==> src/rtl/uart_pkg.sv <==
// rtl/uart_pkg.sv - shared UART state encoding and default frame constants
package uart_pkg;

  localparam int DEF_OVERSAMPLE = 16;
  localparam int DEF_DATA_BITS  = 8;

  typedef enum logic [2:0] {
    S_IDLE   = 3'd0,
    S_START  = 3'd1,
    S_DATA   = 3'd2,
    S_PARITY = 3'd3,
    S_STOP   = 3'd4,
    S_BREAK  = 3'd5
  } rx_state_t;

endpackage

==> src/rtl/uart_rx_sync.sv <==
// rtl/uart_rx_sync.sv - two-flop synchroniser resetting to 1 for an idle-high serial line
module uart_rx_sync (
  input  logic clk,
  input  logic rst,
  input  logic i_async,
  output logic o_sync
);

  logic r_meta;
  logic r_sync;

  always_ff @(posedge clk or posedge rst) begin
    if (rst) begin
      r_meta <= 1'b1;
      r_sync <= 1'b1;
    end else begin
      r_meta <= i_async;
      r_sync <= r_meta;
    end
  end

  assign o_sync = r_sync;

endmodule

==> src/rtl/uart_rx.sv <==
// rtl/uart_rx.sv - oversampling UART receiver with mid-bit sampling and valid/ready output
module uart_rx
  import uart_pkg::*;
#(
  parameter int DATA_BITS  = DEF_DATA_BITS,
  parameter int OVERSAMPLE = DEF_OVERSAMPLE,
  parameter int PARITY_EN  = 0,
  parameter int PARITY_ODD = 0
) (
  input  logic                 clk,
  input  logic                 rst,
  input  logic                 rx_i,
  output logic [DATA_BITS-1:0] data_o,
  output logic                 valid_o,
  input  logic                 ready_i,
  output logic                 frame_err_o,
  output logic                 parity_err_o,
  output logic                 overrun_o,
  output logic                 busy_o
);

  localparam int CW = $clog2(OVERSAMPLE);
  localparam int IW = $clog2(DATA_BITS);

  logic                 w_rx_s;
  logic                 w_mid_bit;
  logic                 w_end_bit;
  rx_state_t            r_state;
  logic [CW-1:0]        r_cnt;
  logic [IW-1:0]        r_bit_idx;
  logic [DATA_BITS-1:0] r_shreg;
  logic                 r_par_bad;
  logic                 r_done;
  logic                 r_stop;
  logic [DATA_BITS-1:0] r_data;
  logic                 r_valid;
  logic                 r_frame_err;
  logic                 r_parity_err;
  logic                 r_overrun;

  uart_rx_sync u_sync (
    .clk     (clk),
    .rst     (rst),
    .i_async (rx_i),
    .o_sync  (w_rx_s)
  );

  assign w_mid_bit = (r_cnt == CW'(OVERSAMPLE/2 - 1));
  assign w_end_bit = (r_cnt == CW'(OVERSAMPLE - 1));

  always_ff @(posedge clk or posedge rst) begin
    if (rst) begin
      r_state   <= S_IDLE;
      r_cnt     <= '0;
      r_bit_idx <= '0;
      r_shreg   <= '0;
      r_par_bad <= 1'b0;
      r_done    <= 1'b0;
      r_stop    <= 1'b0;
    end else begin
      r_done <= 1'b0;
      case (r_state)
        S_IDLE: begin
          r_cnt <= '0;
          if (!w_rx_s) r_state <= S_START;
        end
        S_START: begin
          if (w_mid_bit) begin
            r_cnt <= '0;
            if (w_rx_s) begin
              r_state <= S_IDLE;
            end else begin
              r_bit_idx <= '0;
              r_state   <= S_DATA;
            end
          end else begin
            r_cnt <= r_cnt + 1'b1;
          end
        end
        S_DATA: begin
          if (w_end_bit) begin
            r_cnt     <= '0;
            r_shreg   <= {w_rx_s, r_shreg[DATA_BITS-1:1]};
            r_bit_idx <= r_bit_idx + 1'b1;
            if (r_bit_idx == IW'(DATA_BITS - 1))
              r_state <= (PARITY_EN != 0) ? S_PARITY : S_STOP;
          end else begin
            r_cnt <= r_cnt + 1'b1;
          end
        end
        S_PARITY: begin
          if (w_end_bit) begin
            r_cnt     <= '0;
            r_par_bad <= (^r_shreg) ^ w_rx_s ^ (PARITY_ODD != 0);
            r_state   <= S_STOP;
          end else begin
            r_cnt <= r_cnt + 1'b1;
          end
        end
        S_STOP: begin
          // Leave at mid stop bit so a back-to-back start edge is not missed
          if (w_end_bit) begin
            r_cnt   <= '0;
            r_done  <= 1'b1;
            r_stop  <= w_rx_s;
            r_state <= w_rx_s ? S_IDLE : S_BREAK;
          end else begin
            r_cnt <= r_cnt + 1'b1;
          end
        end
        S_BREAK: begin
          if (w_rx_s) r_state <= S_IDLE;
        end
        default: r_state <= S_IDLE;
      endcase
    end
  end

  always_ff @(posedge clk or posedge rst) begin
    if (rst) begin
      r_data       <= '0;
      r_valid      <= 1'b0;
      r_frame_err  <= 1'b0;
      r_parity_err <= 1'b0;
      r_overrun    <= 1'b0;
    end else begin
      r_overrun <= 1'b0;
      if (r_done) begin
        if (!r_valid || ready_i) begin
          r_data       <= r_shreg;
          r_frame_err  <= !r_stop;
          r_parity_err <= r_par_bad;
          r_valid      <= 1'b1;
        end else begin
          r_overrun <= 1'b1;
        end
      end else if (r_valid && ready_i) begin
        r_valid      <= 1'b0;
        r_frame_err  <= 1'b0;
        r_parity_err <= 1'b0;
      end
    end
  end

  assign data_o       = r_data;
  assign valid_o      = r_valid;
  assign frame_err_o  = r_frame_err;
  assign parity_err_o = r_parity_err;
  assign overrun_o    = r_overrun;
  assign busy_o       = (r_state != S_IDLE);

endmodule
==> config.mk <==
export PLATFORM = sky130hd
export DESIGN_NAME = uart_rx
export DESIGN_NICKNAME = d
export VERILOG_FILES = /design/src/rtl/uart_pkg.sv /design/src/rtl/uart_rx_sync.sv /design/src/rtl/uart_rx.sv
export SDC_FILE = /design/constraint.sdc
export NUM_CORES = 1
export LEC_CHECK = 0
export CELL_PAD_IN_SITES_DETAIL_PLACEMENT = 1
export CELL_PAD_IN_SITES_GLOBAL_PLACEMENT = 2
export CORE_ASPECT_RATIO = 1.75
export CORE_MARGIN = 1
export CORE_UTILIZATION = 36
export CTS_BUF_LIST = sky130_fd_sc_hd__clkbuf_16
export CTS_CLUSTER_SIZE = 8
export DETAILED_ROUTE_END_ITERATION = 6
export GPL_TIMING_DRIVEN = 0
export PLACE_DENSITY_LB_ADDON = 0.12
export SETUP_SLACK_MARGIN = 0.02
export SYNTH_ARGS = -nofsm -noshare
export SYNTH_HDL_FRONTEND = slang
export SYNTH_SLANG_ARGS = --single-unit
==> constraint.sdc <==
create_clock -name clk -period 1.8 [get_ports clk]
set_input_delay 0.18 -clock clk [delete_from_list [all_inputs] [get_ports clk]]
set_output_delay 0.18 -clock clk [all_outputs]
set_load 0.05 [all_outputs]
==> Yosys cells after proc, flatten, opt, wreduce, memory -nomap -nowiden <==
Cells that the tools add are included.
{ "classes": {"addsub": 2, "eq_ne": 17, "n_mux": 28, "bitwise": 1, "n_reduce_logical": 18} }
{ "ops": {"columns": ["cell", "n"], "rows": [
  ["$mux 3", 11],
  ["$pmux 3 s6", 1],
  ["$ne 2x2->1 const B", 7],
  ["$pmux 4 s3", 1],
  ["$mux 1", 11],
  ["$reduce_and 2->1", 5],
  ["$eq 3x3->1 const B", 3],
  ["$mux 4", 2],
  ["$reduce_xor 8->1", 1],
  ["$reduce_and 7->1", 1],
  ["$eq 3x2->1 const B", 2],
  ["$pmux 3 s2", 1],
  ["$reduce_bool 3->1", 2],
  ["$add 4x1->4 const B", 1],
  ["$eq 4x3->1 const B", 1],
  ["$eq 4x4->1 const B", 1],
  ["$ne 2x1->1 const B", 2],
  ["$reduce_and 4->1", 1],
  ["$reduce_bool 2->1", 2],
  ["$add 3x1->3 const B", 1],
  ["$eq 3x1->1 const B", 1],
  ["$logic_not 3->1", 1],
  ["$reduce_or 3->1", 1],
  ["$logic_not 1->1", 2],
  ["other kinds (4)", 4]
]} }
{ "word_totals": {"ff_bits": 35, "in_bits": 4, "out_inout_bits": 13, "word_cells": 80} }

==> Logic depth before layout (Yosys ltp) <==
{ "depth": {"word_depth": 4, "ltp_mapped": 6, "mapped_depth_nobuf": 5} }

==> Cells and area by module <==
A second synthesis with hierarchy kept.
{ "unflattened": {"hier_cells": 122, "area_unflattened_um2": 1609.0} }
{ "by_module_without_submodules": {"columns": ["module", "instances", "cells_per_inst", "area_each_um2", "seq_area_each_um2"], "rows": [
  ["uart_rx", 1, 119, 1552.7, 825.8],
  ["uart_rx_sync", 1, 3, 56.3, 52.6]
]} }

==> Worst setup path before layout <==
Ideal clock, no wire load.
{ "synth_timing": {"kind": "register to register", "startpoint": "reg r_cnt[0]", "endpoint": "reg r_state[0]", "setup_ns": 0.128, "t_arrival_ns": 1.470, "required_time_ns": 1.672, "path_slack_ns": 0.203, "path_stages_with_launch": 6, "n_path_buf": 0, "period_less_slack_ns": 1.597, "path_cell_list": "dfrtp_1 > ha_1 > and3_2 > nor2_1 > a311oi_2 > mux2_1"} }
{ "synth_between": {"elab_chain_len": 3, "elab_cells_between_ends": 7, "cone_classes": "eq/ne (6); reduce/logical (1)"} }
{ "synth_lines": {"columns": ["element", "line", "rtl"], "rows": [
  ["from (decl)", "uart_rx.sv:29", "logic [CW-1:0] r_cnt;"],
  ["from (signal assigned)", "uart_rx.sv:77", "r_cnt <= r_cnt + 1'b1;"],
  ["from (signal assigned)", "uart_rx.sv:88", "r_cnt <= r_cnt + 1'b1;"],
  ["from (signal assigned)", "uart_rx.sv:97", "r_cnt <= r_cnt + 1'b1;"],
  ["$eq 4x4->1 or $eq 4x3->1 (tied branches)", "uart_rx.sv:49, uart_rx.sv:48", null],
  ["$ne 2x2->1 (no source line)", null, null],
  ["$reduce_and 7->1 (no source line) *", null, null],
  ["to (signal assigned)", "uart_rx.sv:86", "r_state <= (PARITY_EN != 0) ? S_PARITY : S_STOP;"],
  ["to (signal assigned)", "uart_rx.sv:106", "r_state <= w_rx_s ? S_IDLE : S_BREAK;"],
  ["to (decl)", "uart_rx.sv:28", "rx_state_t r_state;"]
]} }
Every way passes the cells marked *; elsewhere a longest branch is shown, timed or not.
A chain may end at the register's enable or synchronous reset.

==> Worst setup path in the final report <==
Same ends and word-level chain as after synthesis.

==> run_results.csv <==
group,metric,value,unit
min_path,worstHoldPathType,"in2reg",
route,vias,1090,
global_route,grt_pass1_vias,1159,
clocking,clkTransAtPathRegs,50,ps
cells_and_area,layout-drive-gt1-share,22.29,%
global_route,use_met1,17.59,%
die,die_h,89.44,um
pwr,powerDensity,1111,nW/um^2
yosys,synth.top_cells.by_count,"dfrtp_1, nand2_1, mux2_2",
critical_path,cp_data_required_time,1950,ps
die,coreArea,4150,sq um
sta,fmax,582.9,MHz
global_route,grtUsageMet3,3.912,%
die,initial_core_util,37.90,%
yosys,synth_nets,146,
yosys,synth.avg_cell_area,11.31,sq um
placed_design,placed_cells,204,
route,ant_nets,0,
placed_design,dp_hpwl,2354,um
cells_and_area,fin_area,1989,sq um
sta,finalWorstSetupSlack,84.34,ps
yosys,synth-seq-cells,35,
placed_design,port-buffer-count,16,
sta,rsz0062_at_grt,"false",
yosys,synth_ff_type,"dfrtp_1",
pwr,total_power,2.210,mW
sta,setup_viol,0,
die,io_pins,17,
global_route,grtUsageTotal,16.21,%
global_route,antenna_found_initial,0,
placed_design,placed_area,1794,sq um
yosys,async_reset_ff_share,100.0,%
yosys,ys_seq_area_share,55.85,%
status,run_status,"completed",
run,drv_cap,0,
yosys,synth_top_area_cell,"dfrtp_1",
die,num_rows,31,
global_route,grt_start_max_net_pins,36,
yosys,yosysMostFrequentCell,"dfrtp_1",
cells_and_area,fill_cells,459,
sta,finalCritPeriodShare,95.31,%
clocking,clkLatencyLatePin,270,ps
route,drtIter0Drc,26,
sta,tightest_slew,739.0,ps
clocking,cts_tree,"done",
yosys,synth_cells,139,
sta,finalClockSkew,3.954,ps
route,drc,0,
placed_design,dp_slack,-52.82,ps
cells_and_area,finalNonFillerCells,215,
clocking,clockRootBuffer,"clkbuf_16",
yosys,yosys_warnings,0,
die,die_x,51.97,um
sta,slew_violations,0,
yosys,synthDominantCellAreaShare,52.51,%
sta,period_needed,1716,ps
placed_design,place.gp.congestion,0.7877,
cells_and_area,syn2layout_area_growth,26.49,%
pwr,p_leak,0.9283,nW
cells_and_area,diodes,0,
route,drt-vias-per-instance,5.070,
route,drtPass1Iterations,2,
clocking,clock-sinks,35,
clocking,cts_made_buffers,5,
critical_path,path_max_fanout,5,
pwr,ir_drop,734.5,uV
global_route,busiest_layer,"met2",
clocking,cts_max_path_buffers,2,
yosys,synth_edf_count,0,
critical_path,crit_arrival,1870,ps
clocking,holdBufCountCts,0,
yosys,synth.distinct_cells,31,
critical_path,endpoint_kind,"flip-flop",
critical_path,start_kind,"flip-flop",
yosys,syn_area,1573,sq um
route,wirelength,3290,um
global_route,grt_pass1_wl,5464,um
cells_and_area,utilization,47.93,%
route,wl_per_cell,15.30,um
yosys,yosys-top-cells-area,"dfrtp_1, nand2_1, mux2_2",
critical_path,crit_type,"reg2reg",
die,dieArea,4647,sq um
sta,hold_viol,0,
clocking,htree_levels,2,
sta,max-slew-margin-rel,50.66,%
global_route,grt_util_met2,28.44,%
global_route,grt_overflow,0,
cells_and_area,nets,172,
metal layers:
| layer | up-vias | share of wire (%) |
|---|---|---|
| met5 | - | 0 |
| met4 | 0 | 1.6 |
| met3 | 5 | 2.1 |
| met2 | 13 | 57 |
| met1 | 551 | 40 |
| li1 | 521 | - |
critical path, stage by stage (launching register included):
cell and delay, ps:
dfrtp_2 410, ha_4 180, and3_4 210, nor2_1 70, a311oi_4 370, mux2_1 350
what timing repair did:
action | in CTS | in global routing
setup endpoints to repair | 2 | 15
pin swaps | 1 | 2
gates resized for setup | 3 | 8
buffers inserted | 0 | 3
flip-flops by register name, indices dropped and copies added (netlist names), 3 cells and up:
| signal | count |
|---|---|
| data_o | 8 |
| r_shreg | 8 |
| r_cnt | 4 |
| r_bit_idx | 3 |
| r_state | 3 |
path summary, 6_finish.rpt:
path,from,to,slack [ps],cells past startpoint
setup reg to reg,r_cnt[0]$_DFFE_PP0P_,r_state[0]$_DFFE_PP0P_,80,5
setup / recovery,r_cnt[0]$_DFFE_PP0P_,r_state[0]$_DFFE_PP0P_,80,5
min in group asynchronous,rst,r_stop$_DFFE_PP0P_,370,2
hold reg to reg,u_sync.r_meta$_DFF_PP1_,u_sync.o_sync$_DFF_PP1_,360,0
max in group asynchronous,rst,r_cnt[0]$_DFFE_PP0P_,920,2
hold / removal,rx_i,u_sync.r_meta$_DFF_PP1_,310,1
cell type report:
class	count	area (sq um)	area share, %
Timing Repair Buffer	19	177.7	8.931
Clock inverter	3	11.26	0.5660
Inverter	4	15.01	0.7547
Clock buffer	5	125.1	6.289
Tap cell	49	61.31	3.082
Buffer	5	31.28	1.572
Multi-Input combinational cell	95	688.2	34.59
Sequential cell	35	879.6	44.21
layout by cell type (no fill, tap or decap), types with 3 or more instances in the layout:
master / count
dfrtp_1: 32
nand2_1: 31
clkdlybuf4s50_1: 15
mux2_2: 10
xnor2_1: 6
o21ai_0: 5
nand3_1: 5
clkbuf_16: 5
inv_1: 4
buf_2: 4
nor2_1: 4
nand2b_1: 3
nor3_1: 3
buf_4: 3
report_power, final:
| group | leakage [nW] | switching (mW) | internal (mW) |
|---|---|---|---|
| Combinational | 0.385 | 0.287 | 0.218 |
| Sequential | 0.473 | 0.0731 | 0.848 |
| Clock | 0.0701 | 0.287 | 0.497 |
| Total | 0.928 | 0.648 | 1.56 |
metrics by stage:
step / hold slack (ps) / setup TNS, ps
detailed placement: 351.6 / -1716
floorplan: 184.5 / 0
finish: 312.8 / 0
CTS: 309.4 / 0
global placement: 346.8 / -44.60
global route: 322.1 / 0
kinds of logic after synthesis:
logic type | Yosys count | synth area share, %
AND/OR/NAND/NOR | 54 | 15.59
flip-flops | 35 | 55.85
AO/OA/AOI/OAI | 17 | 8.671
multiplexers | 13 | 9.228
buffers and inverters | 9 | 2.943
XOR/XNOR | 8 | 5.330
adder cells (fa/ha/maj) | 3 | 2.387
No activity file was read; power rests on OpenSTA's default activity.
